**config.mk**
```make
export PLATFORM = sky130hd
export DESIGN_NAME = mac_operand_sequencer
export DESIGN_NICKNAME = d
export VERILOG_FILES = /design/src/rtl/mac_operand_sequencer.sv
export SDC_FILE = /design/constraint.sdc
export NUM_CORES = 1
export LEC_CHECK = 0
export CAP_MARGIN = 30
export CORE_UTILIZATION = 46
export CTS_CLUSTER_DIAMETER = 60
export CTS_CLUSTER_SIZE = 28
export DETAILED_ROUTE_END_ITERATION = 12
export PLACE_DENSITY_LB_ADDON = 0.2
export SYNTH_ARGS = -nofsm -noshare
export SYNTH_HDL_FRONTEND = slang
export SYNTH_SLANG_ARGS = --single-unit
```
**constraint.sdc**
```tcl
create_clock -name clk -period 3.05 [get_ports clk]
set_input_delay 0.4575 -clock clk [delete_from_list [all_inputs] [get_ports clk]]
set_output_delay 0.4575 -clock clk [all_outputs]
set_load 0.05 [all_outputs]
```
**src/rtl/mac_operand_sequencer.sv**
```systemverilog
// mac_operand_sequencer
//
// Job-level controller that feeds one signed MAC from two synchronous-read
// operand buffers (activation A, weight B). A job clears the MAC, streams N
// operand pairs into it at one pair per cycle, lets the final product land,
// captures the accumulator and offers it downstream.
//
// Ports
//   clk, rst_n              clock (rising edge), asynchronous active-low reset
//   start_valid/ready       job request handshake; start_ready is high only in IDLE
//   start_len               number of operand pairs N (0 allowed)
//   start_base_a/_b         first address in buffer A / B
//   rd_en, rd_addr_a/_b     buffer read strobe and addresses (registered)
//   rd_data_a/_b            buffer read data, valid the cycle after rd_en
//   mac_en, mac_clear       MAC accumulate enable / synchronous clear (registered)
//   mac_a, mac_b            MAC operands, straight from rd_data_a / rd_data_b
//   mac_acc                 MAC accumulator value
//   result_valid/ready      result handshake
//   result_data             captured dot product (registered, held while valid)
//   dbg_state               current FSM state encoding (IDLE=0 ... DONE=5)
//
// Handshakes: a transfer happens on a rising edge where valid and ready are
// both high. A producer holding valid keeps its data stable until that edge;
// ready may be asserted independently of valid.

module mac_operand_sequencer #(
  parameter int DATA_WIDTH = 8,
  parameter int ACC_WIDTH  = 32,
  parameter int ADDR_WIDTH = 8
) (
  input  logic                         clk,
  input  logic                         rst_n,
  input  logic                         start_valid,
  output logic                         start_ready,
  input  logic [ADDR_WIDTH:0]          start_len,
  input  logic [ADDR_WIDTH-1:0]        start_base_a,
  input  logic [ADDR_WIDTH-1:0]        start_base_b,
  output logic                         rd_en,
  output logic [ADDR_WIDTH-1:0]        rd_addr_a,
  output logic [ADDR_WIDTH-1:0]        rd_addr_b,
  input  logic [DATA_WIDTH-1:0]        rd_data_a,
  input  logic [DATA_WIDTH-1:0]        rd_data_b,
  output logic                         mac_en,
  output logic                         mac_clear,
  output logic signed [DATA_WIDTH-1:0] mac_a,
  output logic signed [DATA_WIDTH-1:0] mac_b,
  input  logic signed [ACC_WIDTH-1:0]  mac_acc,
  output logic                         result_valid,
  input  logic                         result_ready,
  output logic signed [ACC_WIDTH-1:0]  result_data,
  output logic [2:0]                   dbg_state
);

  typedef enum logic [2:0] {
    S_IDLE    = 3'd0,
    S_CLEAR   = 3'd1,
    S_ISSUE   = 3'd2,
    S_DRAIN   = 3'd3,
    S_CAPTURE = 3'd4,
    S_DONE    = 3'd5
  } state_t;

  localparam logic [ADDR_WIDTH:0] CNT_ONE = 1;

  state_t                       state_q, state_d;
  logic [ADDR_WIDTH:0]          len_q, len_d;
  logic [ADDR_WIDTH-1:0]        base_a_q, base_a_d;
  logic [ADDR_WIDTH-1:0]        base_b_q, base_b_d;
  // Number of reads already issued in this job.
  logic [ADDR_WIDTH:0]          i_q, i_d;
  logic                         rd_en_q, rd_en_d;
  logic [ADDR_WIDTH-1:0]        rd_addr_a_q, rd_addr_a_d;
  logic [ADDR_WIDTH-1:0]        rd_addr_b_q, rd_addr_b_d;
  logic                         mac_en_q, mac_en_d;
  logic                         mac_clear_q, mac_clear_d;
  logic                         result_valid_q, result_valid_d;
  logic signed [ACC_WIDTH-1:0]  result_data_q, result_data_d;

  always_comb begin
    state_d        = state_q;
    len_d          = len_q;
    base_a_d       = base_a_q;
    base_b_d       = base_b_q;
    i_d            = i_q;
    rd_en_d        = 1'b0;
    rd_addr_a_d    = rd_addr_a_q;
    rd_addr_b_d    = rd_addr_b_q;
    // Read data arrives one cycle after rd_en, so the MAC enable simply
    // trails the read strobe by one cycle.
    mac_en_d       = rd_en_q;
    mac_clear_d    = 1'b0;
    result_valid_d = result_valid_q;
    result_data_d  = result_data_q;

    unique case (state_q)
      S_IDLE: begin
        if (start_valid) begin
          len_d       = start_len;
          base_a_d    = start_base_a;
          base_b_d    = start_base_b;
          i_d         = '0;
          mac_clear_d = 1'b1;
          state_d     = S_CLEAR;
        end
      end

      S_CLEAR: begin
        if (len_q != '0) begin
          // First read is issued from here so reads start the cycle after CLEAR.
          rd_en_d     = 1'b1;
          rd_addr_a_d = base_a_q + i_q[ADDR_WIDTH-1:0];
          rd_addr_b_d = base_b_q + i_q[ADDR_WIDTH-1:0];
          i_d         = i_q + CNT_ONE;
          state_d     = S_ISSUE;
        end else begin
          state_d = S_CAPTURE;
        end
      end

      S_ISSUE: begin
        if (i_q != len_q) begin
          // Address sum wraps modulo 2^ADDR_WIDTH by truncation.
          rd_en_d     = 1'b1;
          rd_addr_a_d = base_a_q + i_q[ADDR_WIDTH-1:0];
          rd_addr_b_d = base_b_q + i_q[ADDR_WIDTH-1:0];
          i_d         = i_q + CNT_ONE;
        end else begin
          state_d = S_DRAIN;
        end
      end

      S_DRAIN: begin
        state_d = S_CAPTURE;
      end

      S_CAPTURE: begin
        // The last accumulate happened on the edge closing DRAIN, so mac_acc
        // is final here.
        result_data_d  = mac_acc;
        result_valid_d = 1'b1;
        state_d        = S_DONE;
      end

      S_DONE: begin
        if (result_ready) begin
          result_valid_d = 1'b0;
          state_d        = S_IDLE;
        end
      end

      default: begin
        state_d = S_IDLE;
      end
    endcase
  end

  always_ff @(posedge clk or negedge rst_n) begin
    if (!rst_n) begin
      state_q        <= S_IDLE;
      len_q          <= '0;
      base_a_q       <= '0;
      base_b_q       <= '0;
      i_q            <= '0;
      rd_en_q        <= 1'b0;
      rd_addr_a_q    <= '0;
      rd_addr_b_q    <= '0;
      mac_en_q       <= 1'b0;
      mac_clear_q    <= 1'b0;
      result_valid_q <= 1'b0;
      result_data_q  <= '0;
    end else begin
      state_q        <= state_d;
      len_q          <= len_d;
      base_a_q       <= base_a_d;
      base_b_q       <= base_b_d;
      i_q            <= i_d;
      rd_en_q        <= rd_en_d;
      rd_addr_a_q    <= rd_addr_a_d;
      rd_addr_b_q    <= rd_addr_b_d;
      mac_en_q       <= mac_en_d;
      mac_clear_q    <= mac_clear_d;
      result_valid_q <= result_valid_d;
      result_data_q  <= result_data_d;
    end
  end

  assign start_ready  = (state_q == S_IDLE);
  assign rd_en        = rd_en_q;
  assign rd_addr_a    = rd_addr_a_q;
  assign rd_addr_b    = rd_addr_b_q;
  assign mac_en       = mac_en_q;
  assign mac_clear    = mac_clear_q;
  assign mac_a        = rd_data_a;
  assign mac_b        = rd_data_b;
  assign result_valid = result_valid_q;
  assign result_data  = result_data_q;
  assign dbg_state    = state_q;

endmodule
```
==> flow_metrics.tcl <==
set metrics [dict create \
    outcome "complete, no violations" \
    ys_types 46 \
    ys_warn_count 0 \
    use_met1_pct 24.7 \
    ir_worst_vdd_mv 0.563 \
    gr-usage-met3_pct 4.71 \
    endpoint_kind "output port" \
    grt_use_met2_pct 32.3 \
    finalCritPeriodShare_pct 79.7 \
    layout_min_cycle_time_ns 2.43 \
    hold_buffers 0 \
    core.rowCount 35 \
    cp.arrival_ns 1.97 \
    synth_nets 456 \
    grt_max_degree 52 \
    syn_area_um2 4400 \
    core_area_um2 9240 \
    syn_avg_cell_area_um2 12.1 \
    drtIter0Drc 135 \
    area_delta_synth_final_pct 31.9 \
    path_delay_family "buffers and inverters" \
    critPathKind "flop to output port" \
    wire_per_inst_um 15.5 \
    numPortBuffers 116 \
    ctsLongestPathBuffers 2 \
    slew_headroom_pct 63.3 \
    cap_violations 0 \
    netlist_instances 362 \
    die_h_um 99.8 \
    cts.sinks 89 \
    clk_pin_slew_ns 0.09 \
    yosysMostFrequentCell "dfrtp_1" \
    drt_drc_violations_left 0 \
    antenna_found_initial 0 \
    setup_tns_ns 0 \
    path_buf_inv 1 \
    dr.pass1.iters 4 \
    clock.fmax_ghz 0.411 \
    synth_edf_count 0 \
    first_global_vias 3112 \
    num_vias 3077 \
    synthArstFlopShare_pct 100 \
    hp-class "primary input to asynchronous set/reset pin" \
    vias_per_cell 5.15 \
    antenna_cells 0 \
    nets 558 \
    ios 149 \
    critPathMaxStageDelay_ns 0.86 \
    post_route_cells_drive_above_1_share_pct 20.5 \
    fin_util_pct 62.7 \
    post-dp-hpwl_um 6700 \
    grt_pass1_wl_um 15100 \
    routabilityCongestion 0.828 \
    drt-total-wl_um 9230 \
    synth.top_cells.by_area "dfrtp_1, mux2_2, ha_1, mux2_4, buf_4" \
    grt_overflow 0 \
    worstPathRequired_ns 2.59 \
    setup_viol 0 \
    cts_tree "built" \
    postRouteAntennaNets 0 \
    cts_resized 0 \
    worstPathMaxFanout 13 \
    slowest_stage "clkdlybuf4s50_1" \
    ys.flop_type "dfrtp_1" \
    busiest_layer "met2" \
    synth.top_cells.by_count "dfrtp_1, mux2_2, buf_4" \
    yosysTopAreaCellShare_pct 50.7 \
    numCtsBuffers 9 \
    worstSkewPairLatency_ns 0.36 \
    slew_violations 0 \
    initial_core_util_pct 47.6 \
    rsz0062_at_grt "false" \
    finalHoldViolCount 0 \
    ys_ff_latch 89 \
    crit_chain "nor3_1, clkdlybuf4s50_1" \
    critPathLaunchType "flop" \
    worst_clock_skew_ns 0.0156 \
    power.density_nw_per_um2 1270 \
    p_leak_uw 0.00243 \
    synth_top_cell_by_area "dfrtp_1" \
    seq_area_frac_synth_pct 50.7 \
    clock-root-buffer "clkbuf_8" \
    track_usage_pct 19.6 \
    tightest_slew_ns 0.549 \
    dieArea_um2 9950 \
    post_cts_buffers 0 \
    fp.dieW_um 99.8 \
    cts_max_level 3 \
]
## stage by stage
| stage | hold slack (ns) | total power, uW | worst slack, ns | cell area [um^2] | std cells |
|---|---|---|---|---|---|
| 6_report | 0.0660 | 7390 | 0.619 | 5800 | 597 |
| 5_1_grt | 0.0970 | 7830 | 0.459 | 5800 | 597 |
| 4_1_cts | 0.0767 | 7460 | 0.614 | 5800 | 597 |
| 3_5_place_dp | 0.362 | 6550 | 0.751 | 5580 | 582 |
| 3_3_place_gp | 0.362 | 6440 | 0.834 | 5550 | 581 |
| 2_1_floorplan | 0.162 | 5330 | 0.00598 | 4400 | 362 |
## metal layers
metal  vias to the layer above  wire length, um  part of all wire, %
met5                         -                0                    0
met3                        26              461                  5.0
met2                        83             4640                   50
met4                         0              215                  2.3
li1                       1471                -                    -
met1                      1497             3910                   42
## kinds of logic after synthesis
kind of cell / share of synthesized area [%]
compound gates: 8.88
xor+xnor: 3.78
fa+ha+maj: 5.18
buf+inv: 5.41
flops: 50.7
mux: 17.9
simple gates: 8.17
## final cells by class
type | instances | area, um^2
clock buffers | 9 | 124
clock inverters | 6 | 92.6
fillers | 740 | 3440
inverters | 14 | 52.6
multi-input cells | 230 | 1930
flip-flops and latches | 89 | 2230
well taps | 129 | 161
repair buffers | 120 | 1210
## cells in the final DEF (no fill, tap or decap), types with 10 or more instances in the layout
master             n
ha_1              15
nor2_1            12
mux2_2            58
dfrtp_1           89
clkdlybuf4s50_1  115
a21oi_1           10
inv_1             13
xor2_1            13
nor3_1            12
o21ai_0           15
nand2_1           14
## final timing paths
path | end | cells after the start | startpoint | slack [ns]
max | start_ready | 2 | dbg_state[2] | 0.62
min reg2reg | mac_en | 0 | rd_en | 0.38
min in group clk | mac_en | 0 | rd_en | 0.38
max reg2reg | rd_addr_b[6] | 8 | i_q[0] | 0.71
max in group asynchronous | i_q[5] | 2 | rst_n | 2.36
min | base_b_q[2] | 1 | rst_n | 0.07
## registers in the layout, summed over array words and instances (netlist names), 3 cells and up
name,cells
base_a_q,8
base_b_q,8
dbg_state,3
i_q,9
len_q,9
rd_addr_a,8
rd_addr_b,8
result_data,32
## where the power goes
part	switching [uW]	internal (uW)
registers	414	1760
logic	2500	1830
clock network	426	461
total	3340	4050
Power figures use the tool's default switching activity.
